## config.mk

```make
export PLATFORM = sky130hd
export DESIGN_NAME = m68k_bus_ctrl
export DESIGN_NICKNAME = d
export VERILOG_FILES = /design/src/rtl/m68k_bus_ctrl.sv
export SDC_FILE = /design/constraint.sdc
export NUM_CORES = 1
export LEC_CHECK = 0
export ABC_AREA = 1
export ABC_CLOCK_PERIOD_IN_PS = 1950
export CAP_MARGIN = 20
export CORE_MARGIN = 5
export CORE_UTILIZATION = 40
export CTS_CLUSTER_DIAMETER = 120
export CTS_CLUSTER_SIZE = 10
export DETAILED_ROUTE_END_ITERATION = 6
export PLACE_DENSITY = 0.76
export SLEW_MARGIN = 0
export SYNTH_ARGS = -nofsm -noshare
export SYNTH_HDL_FRONTEND = slang
export SYNTH_SLANG_ARGS = --single-unit
```

## constraint.sdc

```tcl
create_clock -name clk -period 1.95 [get_ports clk]
set_input_delay 0.2925 -clock clk [delete_from_list [all_inputs] [get_ports clk]]
set_output_delay 0.2925 -clock clk [all_outputs]
set_load 0.01 [all_outputs]
```

## src/rtl/m68k_bus_ctrl.sv

```systemverilog
// 68000 bus-cycle controller: region decode, wait states, ready handshake,
// DTACK/BERR/VPA generation and registered IPL priority encoding.
module m68k_bus_ctrl #(
  parameter int N_REGIONS    = 4,
  parameter int REGION_SHIFT = 15,
  parameter int WS_BITS      = 4,
  parameter int TIMEOUT      = 64
) (
  input  logic                         clk,
  input  logic                         reset_n,
  input  logic                         as_n,
  input  logic                         rw,
  input  logic                         uds_n,
  input  logic                         lds_n,
  input  logic [2:0]                   fc,
  input  logic [23:1]                  cpu_a,
  input  logic [N_REGIONS*WS_BITS-1:0] region_ws,
  input  logic [N_REGIONS-1:0]         region_en,
  input  logic [N_REGIONS-1:0]         region_rdy,
  input  logic [6:0]                   irq,
  output logic                         dtack_n,
  output logic                         berr_n,
  output logic                         vpa_n,
  output logic [2:0]                   ipl_n,
  output logic [N_REGIONS-1:0]         sel,
  output logic                         rd_stb,
  output logic                         wr_stb,
  output logic [1:0]                   byte_en,
  output logic                         iack_stb,
  output logic [2:0]                   iack_lvl
);

  localparam int RSEL = $clog2(N_REGIONS);
  localparam int TW   = $clog2(TIMEOUT);
  localparam logic [TW-1:0] TMO_LAST = TW'(TIMEOUT - 1);

  typedef enum logic [2:0] {IDLE, WAIT, ACK, BERR, IACK} state_t;

  state_t                 state_q, state_d;
  logic                   armed_q;
  logic                   disabled_q;
  logic [RSEL-1:0]        region_q;
  logic [WS_BITS-1:0]     wsCnt_q;
  logic [TW-1:0]          tmoCnt_q;
  logic [N_REGIONS-1:0]   sel_q;
  logic                   rdStb_q, wrStb_q, iackStb_q;
  logic [1:0]             byteEn_q;
  logic [2:0]             iackLvl_q;
  logic [2:0]             ipl_q, ipl_d;
  logic [RSEL-1:0]        rsel;
  logic                   start;
  logic                   unusedAddr;

  assign rsel       = cpu_a[REGION_SHIFT +: RSEL];
  assign start      = (state_q == IDLE) && armed_q && !as_n;
  assign unusedAddr = ^cpu_a;

  always_ff @(posedge clk) begin
    if (!reset_n) state_q <= IDLE;
    else          state_q <= state_d;
  end

  // A disabled region passes through WAIT for one clock so its BERR lines up
  // with the earliest possible DTACK; timeout outranks a late ready.
  always_comb begin
    state_d = state_q;
    case (state_q)
      IDLE: if (start) state_d = (fc == 3'b111) ? IACK : WAIT;
      WAIT: begin
        if (as_n)                                          state_d = IDLE;
        else if (disabled_q || tmoCnt_q == TMO_LAST)       state_d = BERR;
        else if (wsCnt_q == '0 && region_rdy[region_q])    state_d = ACK;
      end
      default: if (as_n) state_d = IDLE;
    endcase
  end

  always_comb begin
    dtack_n  = (state_q != ACK);
    berr_n   = (state_q != BERR);
    vpa_n    = (state_q != IACK);
    ipl_n    = ipl_q;
    sel      = sel_q;
    rd_stb   = rdStb_q;
    wr_stb   = wrStb_q;
    byte_en  = byteEn_q;
    iack_stb = iackStb_q;
    iack_lvl = iackLvl_q;
  end

  always_comb begin
    ipl_d = 3'b111;
    for (int k = 0; k < 7; k++) begin
      if (irq[k]) ipl_d = ~3'(k + 1);
    end
  end

  always_ff @(posedge clk) begin
    if (!reset_n) begin
      armed_q    <= 1'b0;
      disabled_q <= 1'b0;
      region_q   <= '0;
      wsCnt_q    <= '0;
      tmoCnt_q   <= '0;
      sel_q      <= '0;
      rdStb_q    <= 1'b0;
      wrStb_q    <= 1'b0;
      iackStb_q  <= 1'b0;
      byteEn_q   <= 2'b00;
      iackLvl_q  <= 3'b000;
      ipl_q      <= 3'b111;
    end else begin
      rdStb_q   <= 1'b0;
      wrStb_q   <= 1'b0;
      iackStb_q <= 1'b0;
      ipl_q     <= ipl_d;
      if (as_n) armed_q <= 1'b1;
      if (start) begin
        if (fc == 3'b111) begin
          iackStb_q <= 1'b1;
          iackLvl_q <= cpu_a[3:1];
        end else begin
          region_q   <= rsel;
          disabled_q <= !region_en[rsel];
          tmoCnt_q   <= '0;
          wsCnt_q    <= region_ws[int'(rsel)*WS_BITS +: WS_BITS];
          if (region_en[rsel]) begin
            sel_q    <= {{(N_REGIONS-1){1'b0}}, 1'b1} << rsel;
            rdStb_q  <= rw;
            wrStb_q  <= !rw;
            byteEn_q <= {~uds_n, ~lds_n};
          end
        end
      end else if (state_q == WAIT) begin
        if (wsCnt_q != '0)       wsCnt_q  <= wsCnt_q - 1'b1;
        if (tmoCnt_q != TMO_LAST) tmoCnt_q <= tmoCnt_q + 1'b1;
      end
      if (state_q != IDLE && state_d == IDLE) sel_q <= '0;
    end
  end

endmodule

```

==> summary.txt <==
Status
  • Status: finished, final reports clean

Drt
  • TritonRoute pass-1 iters: 4
  • Remaining antenna violation count: 0
  • Routed Wire Length: 3760 um
  • DRC viols: 0
  • Post-DR vias/cell: 4.65
  • Number of DRC violations after detailed-routing iteration 0: 56
  • DR vias: 1,716
  • Avg WL per Cell: 10.2 um

Finish
  • Diode count: 0
  • Area taken by multi-input logic gates: 827 um2
  • Sequential Area: 641 um2
  • Finished Core Util: 0.611
  • Synthesis-to-finish area growth: 48.6%
  • Fillers: 398
  • Nets@finish: 385
  • Share of cells above drive strength 1: 0.0721

Clocking
  • Clock Latency Late Sink: 270 ps
  • Bufs on Longest Clock Path: 2
  • Post-CTS Hold Buffers: 0
  • H-Tree Level Count: 2
  • Total clock sinks: 32
  • CTS tree: built
  • CTS root buf: clkbuf_8
  • Postcts setup bufs: 0
  • CTS Buf Count: 5
  • Clock transition at path regs: 60 ps
  • Resized cells post-CTS: 0

STA
  • Period utilization: 0.877
  • Slew HR: 0.781
  • Worst Tran Pin Value: 327 ps
  • TNS Setup: 0 ps
  • Final setup vio count: 0
  • Final hold viol count: 0
  • Setup WS post-layout: 240 ps
  • RSZ-0062 raised after global routing: false
  • Fmax: 585 MHz
  • Count of pins over their slew limit: 0
  • Min cycle time layout: 1710 ps
  • Worst Skew: 4.67 ps

Global routing
  • Initial antenna violation count: 0
  • GRT overflow: 0
  • Wire length of the first global-routing pass: 6110 um
  • Vias in the first global route: 1,577
  • GRT Overall Usage: 0.141
  • Largest net degree at the start of global routing: 10

Synth
  • Commonest register cell after synthesis: dfxtp_1
  • Top cells by area, synth: dfxtp_1 (39%), nand2_1 (12%), inv_1 (9.1%)
  • Number of synthesized flops with an enable pin: 0
  • Largest family of logic cells by synthesized area: simple AND/OR/NAND/NOR gates
  • Netlist cell types: 25
  • Post-synthesis cell area: 1640 um2
  • Synth Area in Simple Gates: 0.288
  • Syn nets: 312
  • Cell taking the most area after synthesis: dfxtp_1
  • Compound-cell area share of the yosys netlist: 0.176
  • Adder-Cell Fraction of Synth Area: 0.0228
  • Share of synthesized area spent on multiplexers: 0
  • Number of synthesized register bits: 32
  • Count leader, synth: nand2_1
  • Top post-synthesis cells by count: nand2_1 (54), inv_1 (40), dfxtp_1 (32)
  • Seq/Total Area, Yosys: 0.390
  • FFs w/ async S/R, synth: 0
  • Post-Synth XOR/XNOR Area: 0.0160
  • Avg Cell Area, Syn: 6.68 um2
  • YS warnings: 0
  • Synth top area share: 0.390
  • Gate Count Post-Synth: 246

Worst setup path
  • Cell chain of the critical path: inv_1, nand3_1, clkdlybuf4s50_1
  • Req. time, crit path: 1660 ps
  • CP arrival: 1420 ps
  • Setup crit start kind: register
  • Slowest Stage Delay on Critical Path: 560 ps
  • CP endpoint kind: output pin
  • Slowest CP cell: clkdlybuf4s50_1
  • Crit Path Class: reg -> out
  • CP Max Fanout: 6

Floorplanning
  • Die Area: 5490 um2
  • FP Rows: 23
  • Width of the die: 74.1 um
  • Io pins: 81
  • Initial Util: 0.411
  • Core footprint: 4000 um2
  • Die height: 74.1 um

Power
  • Gate power share: 0.211
  • Pleak: 1.06 nW
  • Power density cells: 599 nW/um2
  • Switching share of total power: 0.254
  • Psw: 0.000371 W
  • VDD IR max: 0.308 mV
  • Clk pwr share: 0.314
  • Part of the power in registers: 0.475
  • Cell Int Power: 0.00109 W

Job
  • Max-cap violations: 0

Placed design
  • RD Place Congestion: 0.804
  • DP HPWL: 3120 um
  • Worst slack, placed: 39.7 ps
  • PortBufs: 62

Hold path
  • Hold crit path type: reg -> reg
-- power groups by stage --
stage	logic [W]	clock network, W	registers, W
3_5_place_dp	0.000311	0	0.000709
6_report	0.000308	0.000459	0.000695
4_1_cts	0.000312	0.000477	0.000695
2_1_floorplan	0.000155	0	0.000712
5_1_grt	0.000345	0.000513	0.000697
3_3_place_gp	0.000307	0	0.000709
-- area by class of cell --
type,instances,share of cell area
clock buffers,6,0.0297
clock inverters,1,0.00205
inverters,41,0.0630
multi-input cells,169,0.339
flip-flops and latches,32,0.262
well taps,50,0.0256
repair buffers,70,0.279
-- metrics by stage --
step / hold WS [ps] / power, W / std cells / area [um2]
floorplan: 365 / 0.000867 / 246 / 1640
global placement: 437 / 0.00102 / 362 / 2360
detailed placement: 447 / 0.00102 / 362 / 2360
CTS: 457 / 0.00148 / 369 / 2440
global route: 487 / 0.00156 / 369 / 2440
finish: 455 / 0.00146 / 369 / 2440
-- worst max-delay path: cells and delay by family, from the launching register on --
family                 cells  cell delay [ps]
and+or+nand+nor            1               70
DFF                        1              430
buffers and inverters      2              640
-- logic make-up (layout without fill, tap and decap cells) --
logic type	count (synthesis)	in the layout
fa+ha+maj	3	3
simple gates	111	111
compound gates	52	52
buf+inv	45	118
flops	32	32
xor+xnor	3	3
-- routing by layer --
layer | global-route usage | wire [um] | vias to the layer above
li1 | - | - | 925
met1 | 0.161 | 1620 | 742
met2 | 0.250 | 1820 | 47
met3 | 0.0473 | 288 | 2
met4 | 0.0423 | 25 | 0
met5 | 0 | 0 | -
-- state kept, by name (all words and copies together), names as in the netlist --
signal	flops
armed_q	1
byte_en	2
disabled_q	1
iack_lvl	3
iack_stb	1
ipl_n	3
rd_stb	1
region_q	2
sel	4
state_q	3
tmoCnt_q	6
wr_stb	1
wsCnt_q	4
-- placed cells by master (no fill, tap or decap) --
master,count
nor2_2,1
inv_1,40
xor2_1,2
clkdlybuf4s50_1,62
a21oi_2,1
nor2_1,29
inv_2,1
or2_2,1
buf_4,8
ha_1,3
clkbuf_8,5
o21bai_1,3
o211ai_1,1
nand4_1,2
clkbuf_1,1
clkinv_2,1
a211oi_1,1
nor3_2,1
nand2_2,3
dfxtp_1,32
a22oi_1,5
o21ai_0,16
xnor2_1,1
or2_0,2
nor2_4,1
a21oi_1,25
nand2_1,54
nand3_1,17
-- final timing paths --
check | startpoint | endpoint | slack, ps | depth (start not counted)
worst max register to register | tmoCnt_q[0] | tmoCnt_q[2] | 260 | 10
worst min register to register | armed_q | armed_q | 460 | 2
worst max-delay path | state_q[2] | berr_n | 240 | 3
worst min-delay path | armed_q | armed_q | 460 | 2
Power figures use the tool's default switching activity.
